===== config.mk =====
export PLATFORM = sky130hd
export DESIGN_NAME = gcd_ctrl_fsm
export DESIGN_NICKNAME = d
export VERILOG_FILES = /design/src/rtl/gcd_ctrl_fsm.sv
export SDC_FILE = /design/constraint.sdc
export NUM_CORES = 1
export LEC_CHECK = 0
export BUFFER_PORTS_ARGS = -buffer_cell sky130_fd_sc_hd__buf_2
export CAP_MARGIN = 20
export CORE_ASPECT_RATIO = 1.1
export CORE_MARGIN = 2
export CORE_UTILIZATION = 24
export DETAILED_ROUTE_END_ITERATION = 16
export GPL_TIMING_DRIVEN = 0
export PLACE_DENSITY = 0.47
export SETUP_SLACK_MARGIN = 0.5
export SYNTH_ARGS = -nofsm -noshare
export SYNTH_HDL_FRONTEND = slang
export SYNTH_SLANG_ARGS = --single-unit

===== constraint.sdc =====
create_clock -name clk -period 2.26 [get_ports clk]
set_input_delay 0 -clock clk [delete_from_list [all_inputs] [get_ports clk]]
set_output_delay 0 -clock clk [all_outputs]
set_load 0.05 [all_outputs]

===== src/rtl/gcd_ctrl_fsm.sv =====
// ----------------------------------------------------------------------------
// gcd_ctrl_fsm
//
// Control unit of a subtractive GCD engine. Each iteration it reads the
// magnitude comparator flags (eq/lt/gt) and the zero detectors of the X and Y
// datapath registers. From these it drives the register load enables, the
// input mux and the subtract direction. It also runs the start/done/ack
// handshake with the host. The number of subtractions per job is bounded.
// Zero operands, illegal flag combinations and timeouts end the job with err_o.
//
// Handshake: the host raises start_i, which is taken on a rising edge where
// ready_o=1. The result is presented with done_o=1, together with err_o and
// iter_o, and is held until a rising edge where ack_i=1. Both inputs are level
// sampled. start_i outside IDLE and ack_i outside DONE are ignored.
//
// Ports
//   clk         in   1       rising-edge clock
//   rst_n       in   1       asynchronous active-low reset
//   start_i     in   1       host request, accepted in IDLE
//   ack_i       in   1       host acknowledge of done_o
//   eq_i        in   1       comparator X==Y
//   lt_i        in   1       comparator X<Y
//   gt_i        in   1       comparator X>Y
//   x_zero_i    in   1       X register is zero
//   y_zero_i    in   1       Y register is zero
//   ready_o     out  1       IDLE, start_i will be accepted
//   busy_o      out  1       LOAD/CMP/SUB_X/SUB_Y
//   ld_x_o      out  1       X register load enable
//   ld_y_o      out  1       Y register load enable
//   sel_in_o    out  1       1: load external operands, 0: subtractor result
//   sub_dir_o   out  1       0: X<=X-Y, 1: Y<=Y-X
//   done_o      out  1       result available
//   err_o       out  1       job ended in error (valid with done_o)
//   iter_o      out  ITER_W  subtractions in current/last job
//   dbg_state_o out  3       current FSM state encoding
// ----------------------------------------------------------------------------
module gcd_ctrl_fsm #(
    parameter int ITER_W   = 8,
    parameter int MAX_ITER = 255
) (
    input  logic              clk,
    input  logic              rst_n,
    input  logic              start_i,
    input  logic              ack_i,
    input  logic              eq_i,
    input  logic              lt_i,
    input  logic              gt_i,
    input  logic              x_zero_i,
    input  logic              y_zero_i,
    output logic              ready_o,
    output logic              busy_o,
    output logic              ld_x_o,
    output logic              ld_y_o,
    output logic              sel_in_o,
    output logic              sub_dir_o,
    output logic              done_o,
    output logic              err_o,
    output logic [ITER_W-1:0] iter_o,
    output logic [2:0]        dbg_state_o
);

    typedef enum logic [2:0] {
        S_IDLE  = 3'd0,
        S_LOAD  = 3'd1,
        S_CMP   = 3'd2,
        S_SUB_X = 3'd3,
        S_SUB_Y = 3'd4,
        S_DONE  = 3'd5
    } state_t;

    localparam logic [ITER_W-1:0] MAX_ITER_C = ITER_W'(MAX_ITER);

    state_t             state_q, state_d;
    logic [ITER_W-1:0]  iter_q, iter_d;
    logic               err_q, err_d;
    logic               flags_one_hot;

    // Exactly one comparator flag is legal; anything else means the
    // comparator or its wiring is broken.
    assign flags_one_hot = ({eq_i, lt_i, gt_i} == 3'b100) ||
                           ({eq_i, lt_i, gt_i} == 3'b010) ||
                           ({eq_i, lt_i, gt_i} == 3'b001);

    always_ff @(posedge clk or negedge rst_n) begin
        if (!rst_n) begin
            state_q <= S_IDLE;
            iter_q  <= '0;
            err_q   <= 1'b0;
        end else begin
            state_q <= state_d;
            iter_q  <= iter_d;
            err_q   <= err_d;
        end
    end

    // Next state plus iteration counter and error flag.
    always_comb begin
        state_d = state_q;
        iter_d  = iter_q;
        err_d   = err_q;
        unique case (state_q)
            S_IDLE: begin
                if (start_i) begin
                    state_d = S_LOAD;
                end
            end
            S_LOAD: begin
                iter_d  = '0;
                err_d   = 1'b0;
                state_d = S_CMP;
            end
            S_CMP: begin
                if (x_zero_i || y_zero_i) begin
                    state_d = S_DONE;
                    err_d   = 1'b1;
                end else if (!flags_one_hot) begin
                    state_d = S_DONE;
                    err_d   = 1'b1;
                end else if (eq_i) begin
                    state_d = S_DONE;
                    err_d   = 1'b0;
                end else if (iter_q == MAX_ITER_C) begin
                    state_d = S_DONE;
                    err_d   = 1'b1;
                end else if (gt_i) begin
                    state_d = S_SUB_X;
                end else begin
                    // Flags are one-hot and neither eq nor gt, so lt is set.
                    state_d = S_SUB_Y;
                end
            end
            S_SUB_X, S_SUB_Y: begin
                // CMP already stops at MAX_ITER; the guard keeps the counter
                // from wrapping.
                if (iter_q != MAX_ITER_C) begin
                    iter_d = iter_q + ITER_W'(1);
                end
                state_d = S_CMP;
            end
            S_DONE: begin
                if (ack_i) begin
                    state_d = S_IDLE;
                end
            end
            default: begin
                state_d = S_IDLE;
            end
        endcase
    end

    // Moore output decode.
    always_comb begin
        ready_o   = 1'b0;
        busy_o    = 1'b0;
        ld_x_o    = 1'b0;
        ld_y_o    = 1'b0;
        sel_in_o  = 1'b0;
        sub_dir_o = 1'b0;
        done_o    = 1'b0;
        unique case (state_q)
            S_IDLE: ready_o = 1'b1;
            S_LOAD: begin
                busy_o   = 1'b1;
                ld_x_o   = 1'b1;
                ld_y_o   = 1'b1;
                sel_in_o = 1'b1;
            end
            S_CMP: busy_o = 1'b1;
            S_SUB_X: begin
                busy_o = 1'b1;
                ld_x_o = 1'b1;
            end
            S_SUB_Y: begin
                busy_o    = 1'b1;
                ld_y_o    = 1'b1;
                sub_dir_o = 1'b1;
            end
            S_DONE: done_o = 1'b1;
            default: ready_o = 1'b0;
        endcase
    end

    assign err_o       = err_q;
    assign iter_o      = iter_q;
    assign dbg_state_o = state_q;

endmodule


==> run summary <==
The flow ran to the end, and the final reports show no timing, DRC or antenna violations. On the critical path, the stage with the largest delay is an instance of sky130_fd_sc_hd__or4_1. The post-route cell area came out at 0.00110 mm2. The HPWL after detailed placement came out at 1450 um.

The clock arrives with 0.00149 ns of skew. The run gives 0 as the initial antenna violation count. The flip-flop and latch count after synthesis works out to 12. Dividing the detail-routed via count by the number of cells gives 4.86.

The clock reaches the later pin of the worst-skew pair after 0.27 ns. At the end of the flow, the number of nets in the layout was 138. Summing all placed instances gives a cell area of 971 um2. Path type of the worst min-delay path: in2reg.

Setup repair after global routing left no endpoint under its margin. The cell area that synthesis handed to floorplanning was 747 um2. The clock passes through at most 2 buffers. The die covers 0.00357 mm2. On the worst path, the slowest cell contributes a delay of 0.47 ns. The die is 57.2 um wide.

The DRC violation total after the first TritonRoute iteration was 6; the number of buffers added on ports was 27. The worst setup path is launched from a flip-flop. The average wire length per cell after detail routing is 12.9 um, and the all-layer global routing usage is 0.126. Post-route fraction of the period consumed by the critical path: 0.737. The run gives 0.690 as the global placement routability congestion. Setup violations remaining at the end of the flow were counted as 0.

The first detailed-routing pass ran for 3 iterations. The worst slew margin relative to its limit is 0.806. The tools report the number of nets with antenna violations after routing as 0. The post-detailed-routing wire length is 2070 um.

Worst-case vdd ir drop: 0.759 mV. The share of synthesized flip-flops with an asynchronous set or reset works out to 1.00. The repair_antennas step left the layout with diodes totalling 0. The largest net degree at the start of global routing is 13, and the DRC violations left is 0. TritonCTS built the clock tree. The clock transition at the register clock pins on the worst setup and hold paths after CTS works out to 0.08 ns.

The critical hold path startpoint was start_i. The routed layout has 782 vias. The tools report the initial core utilization as 0.249. The setup path with the least slack is of type reg2reg. The critical path goes through ha_1, nand4_1, buf_4, buf_4, or4_1, a21oi_1.

The run gives 331 as the number of filler cells placed in the layout. The run gives 28 as the number of primary I/O pins. The routed design could run at a clock period as short as 1.67 ns. In the synthesized netlist, the number of instances is 86.

Biggest area consumer among synthesized cells: sky130_fd_sc_hd__dfrtp_1. TritonCTS created 3 clock buffers. Static timing analysis puts the maximum clock frequency at 600 MHz.

The number of synthesized flops with an enable pin was 0; the number of rows created at floorplan was 21. The cell at the root of the clock tree is sky130_fd_sc_hd__clkbuf_4. Compared with the post-synthesis result, the final layout area differs by 47.7%. The critical path starts at iter_o[1]. The tool flagged a number of max-cap violations equal to 0. The first-pass GRT wire length came out at 3590 um. Critical path endpoint category: a flip-flop. In this run the power density over the cells is 1370 mW/mm2.

The tightest hold margin is 0.00585 ns. In the layout the commonest cells are 27 x sky130_fd_sc_hd__buf_2, 9 x sky130_fd_sc_hd__nand2_1, 8 x sky130_fd_sc_hd__buf_4, 7 x sky130_fd_sc_hd__o21ai_0, 7 x sky130_fd_sc_hd__dfrtp_1. The library cell used most frequently in the layout, excluding fill and tap cells, is sky130_fd_sc_hd__buf_2. At the worst endpoint, the arrival time is 1.87 ns.

For the number of sinks handled by clock tree synthesis, the log shows 12. Averaged over all synthesized cells, the footprint is 8.69 um2. The placeable core region came out at 0.00300 mm2. When the netlist entered floorplanning its net count stood at 96. The biggest fanout along the worst timing path came out at 5. The total grt overflow is 0. The number of global-route vias before repair is 760. The final max-slew violation count came out at 0.

The launching point of the worst reg2reg path was iter_o[1]. In this design, the critical path's most frequently occurring cell is sky130_fd_sc_hd__buf_4. The measured slew at the worst slew-check pin works out to 0.291 ns. Yosys attributes the largest share of cell area to sky130_fd_sc_hd__dfrtp_1 40%, sky130_fd_sc_hd__nand2_1 5.0%, sky130_fd_sc_hd__o21ai_0 4.7%. In this run the static leakage power is 0.512 nW. For the sequential-to-total area share from yosys stat, the log shows 0.402. The H-tree depth reported by CTS came out at 1. Predominant post-synthesis flop cell: sky130_fd_sc_hd__dfrtp_1. The share of post-route cells with drive strength above 1 was 0.449; the worst endpoint required time was 2.46 ns. Proportion of netlist area held by the largest area contributor: 0.402.

Adding up every negative setup slack in the final design gives 0 ns. For the number of hold violations in the final report, the log shows 0. The floorplan step set the die height to 62.5 um. The tools report the count of warnings emitted by yosys as 0. Counting distinct cell types in the post-synthesis netlist gives 33.
routing by layer:
metal  vias to the layer above  routed length [um]  GRT usage
li1                        396                   -          -
met1                       364                 983      0.176
met2                        20                 974      0.194
met3                         2                 100     0.0269
met4                         0                  14     0.0349
met5                         -                   0          0
path summary, 6_finish.rpt:
check | depth (start not counted) | end | slack, ns
hold / removal | 3 | dbg_state_o[0] | 0.006
setup / recovery | 6 | iter_o[6] | 0.59
setup reg to reg | 6 | iter_o[6] | 0.59
hold reg to reg | 1 | iter_o[7] | 0.51
max in group asynchronous | 2 | iter_o[1] | 1.88
min in group asynchronous | 2 | iter_o[4] | 0.14
logic make-up after synthesis:
kind of cell    Yosys count  synth area share
flops                    12             0.402
buf+inv                  10            0.0586
xor+xnor                  1            0.0117
fa+ha+maj                 1            0.0167
simple gates             40             0.305
compound gates           18             0.151
mux                       4            0.0553
where the power goes:
part / internal [mW] / total, mW / switching (mW)
clock: 0.0978 / 0.176 / 0.0782
sequential: 0.260 / 0.302 / 0.0418
combinational: 0.326 / 1.04 / 0.713
timing repair:
item / CTS / global route
setup buffers: 7 / 1
pin swaps: 2 / 1
hold buffers: 2 / 0
gates resized for setup: 1 / 2
hold endpoints to repair: 14 / 0
endpoints found under the setup margin: 6 / 5
cell usage after synthesis (all sizes together) (2+ instances only):
| cell | count |
|---|---|
| nor3 | 6 |
| nor2 | 4 |
| o21ai | 7 |
| nand3 | 5 |
| or3 | 3 |
| a21oi | 4 |
| nand2 | 10 |
| inv | 7 |
| nand4 | 2 |
| o22ai | 3 |
| buf | 3 |
| mux2i | 3 |
| dfrtp | 12 |
through the flow:
stage | instances | total power, mW | setup slack, ns | util
floorplan | 86 | 1.07 | 0.201 | -
global placement | 147 | 1.27 | 0.393 | 0.324
detailed placement | 147 | 1.27 | 0.389 | 0.324
CTS | 160 | 1.52 | 0.525 | 0.363
global route | 161 | 1.62 | 0.484 | 0.368
finish | 161 | 1.52 | 0.594 | 0.368
registers in the layout (all words and copies together) (netlist names):
| name | count |
|---|---|
| iter_o | 8 |
| dbg_state_o | 3 |
| err_o | 1 |
final cells by class:
cell class                 instances  area [um2]  area share
buffer                             3        33.8      0.0306
clock buffer                       4        36.3      0.0329
inverter                           7        30.0      0.0272
multi-input combinational         64         439       0.398
sequential                        12         307       0.278
tap                               34        42.5      0.0385
timing repair buffer              37         215       0.195
worst max-delay path, delay by kind of cell (launching register included):
kind / cells / cell delay, ns
DFF: 1 / 0.40
and+or+nand+nor: 2 / 0.57
adders and majority gates: 1 / 0.17
AOI/OAI and AO/OA: 1 / 0.16
buffers and inverters: 2 / 0.30
Note: power is estimated with default switching activity, not from simulation.
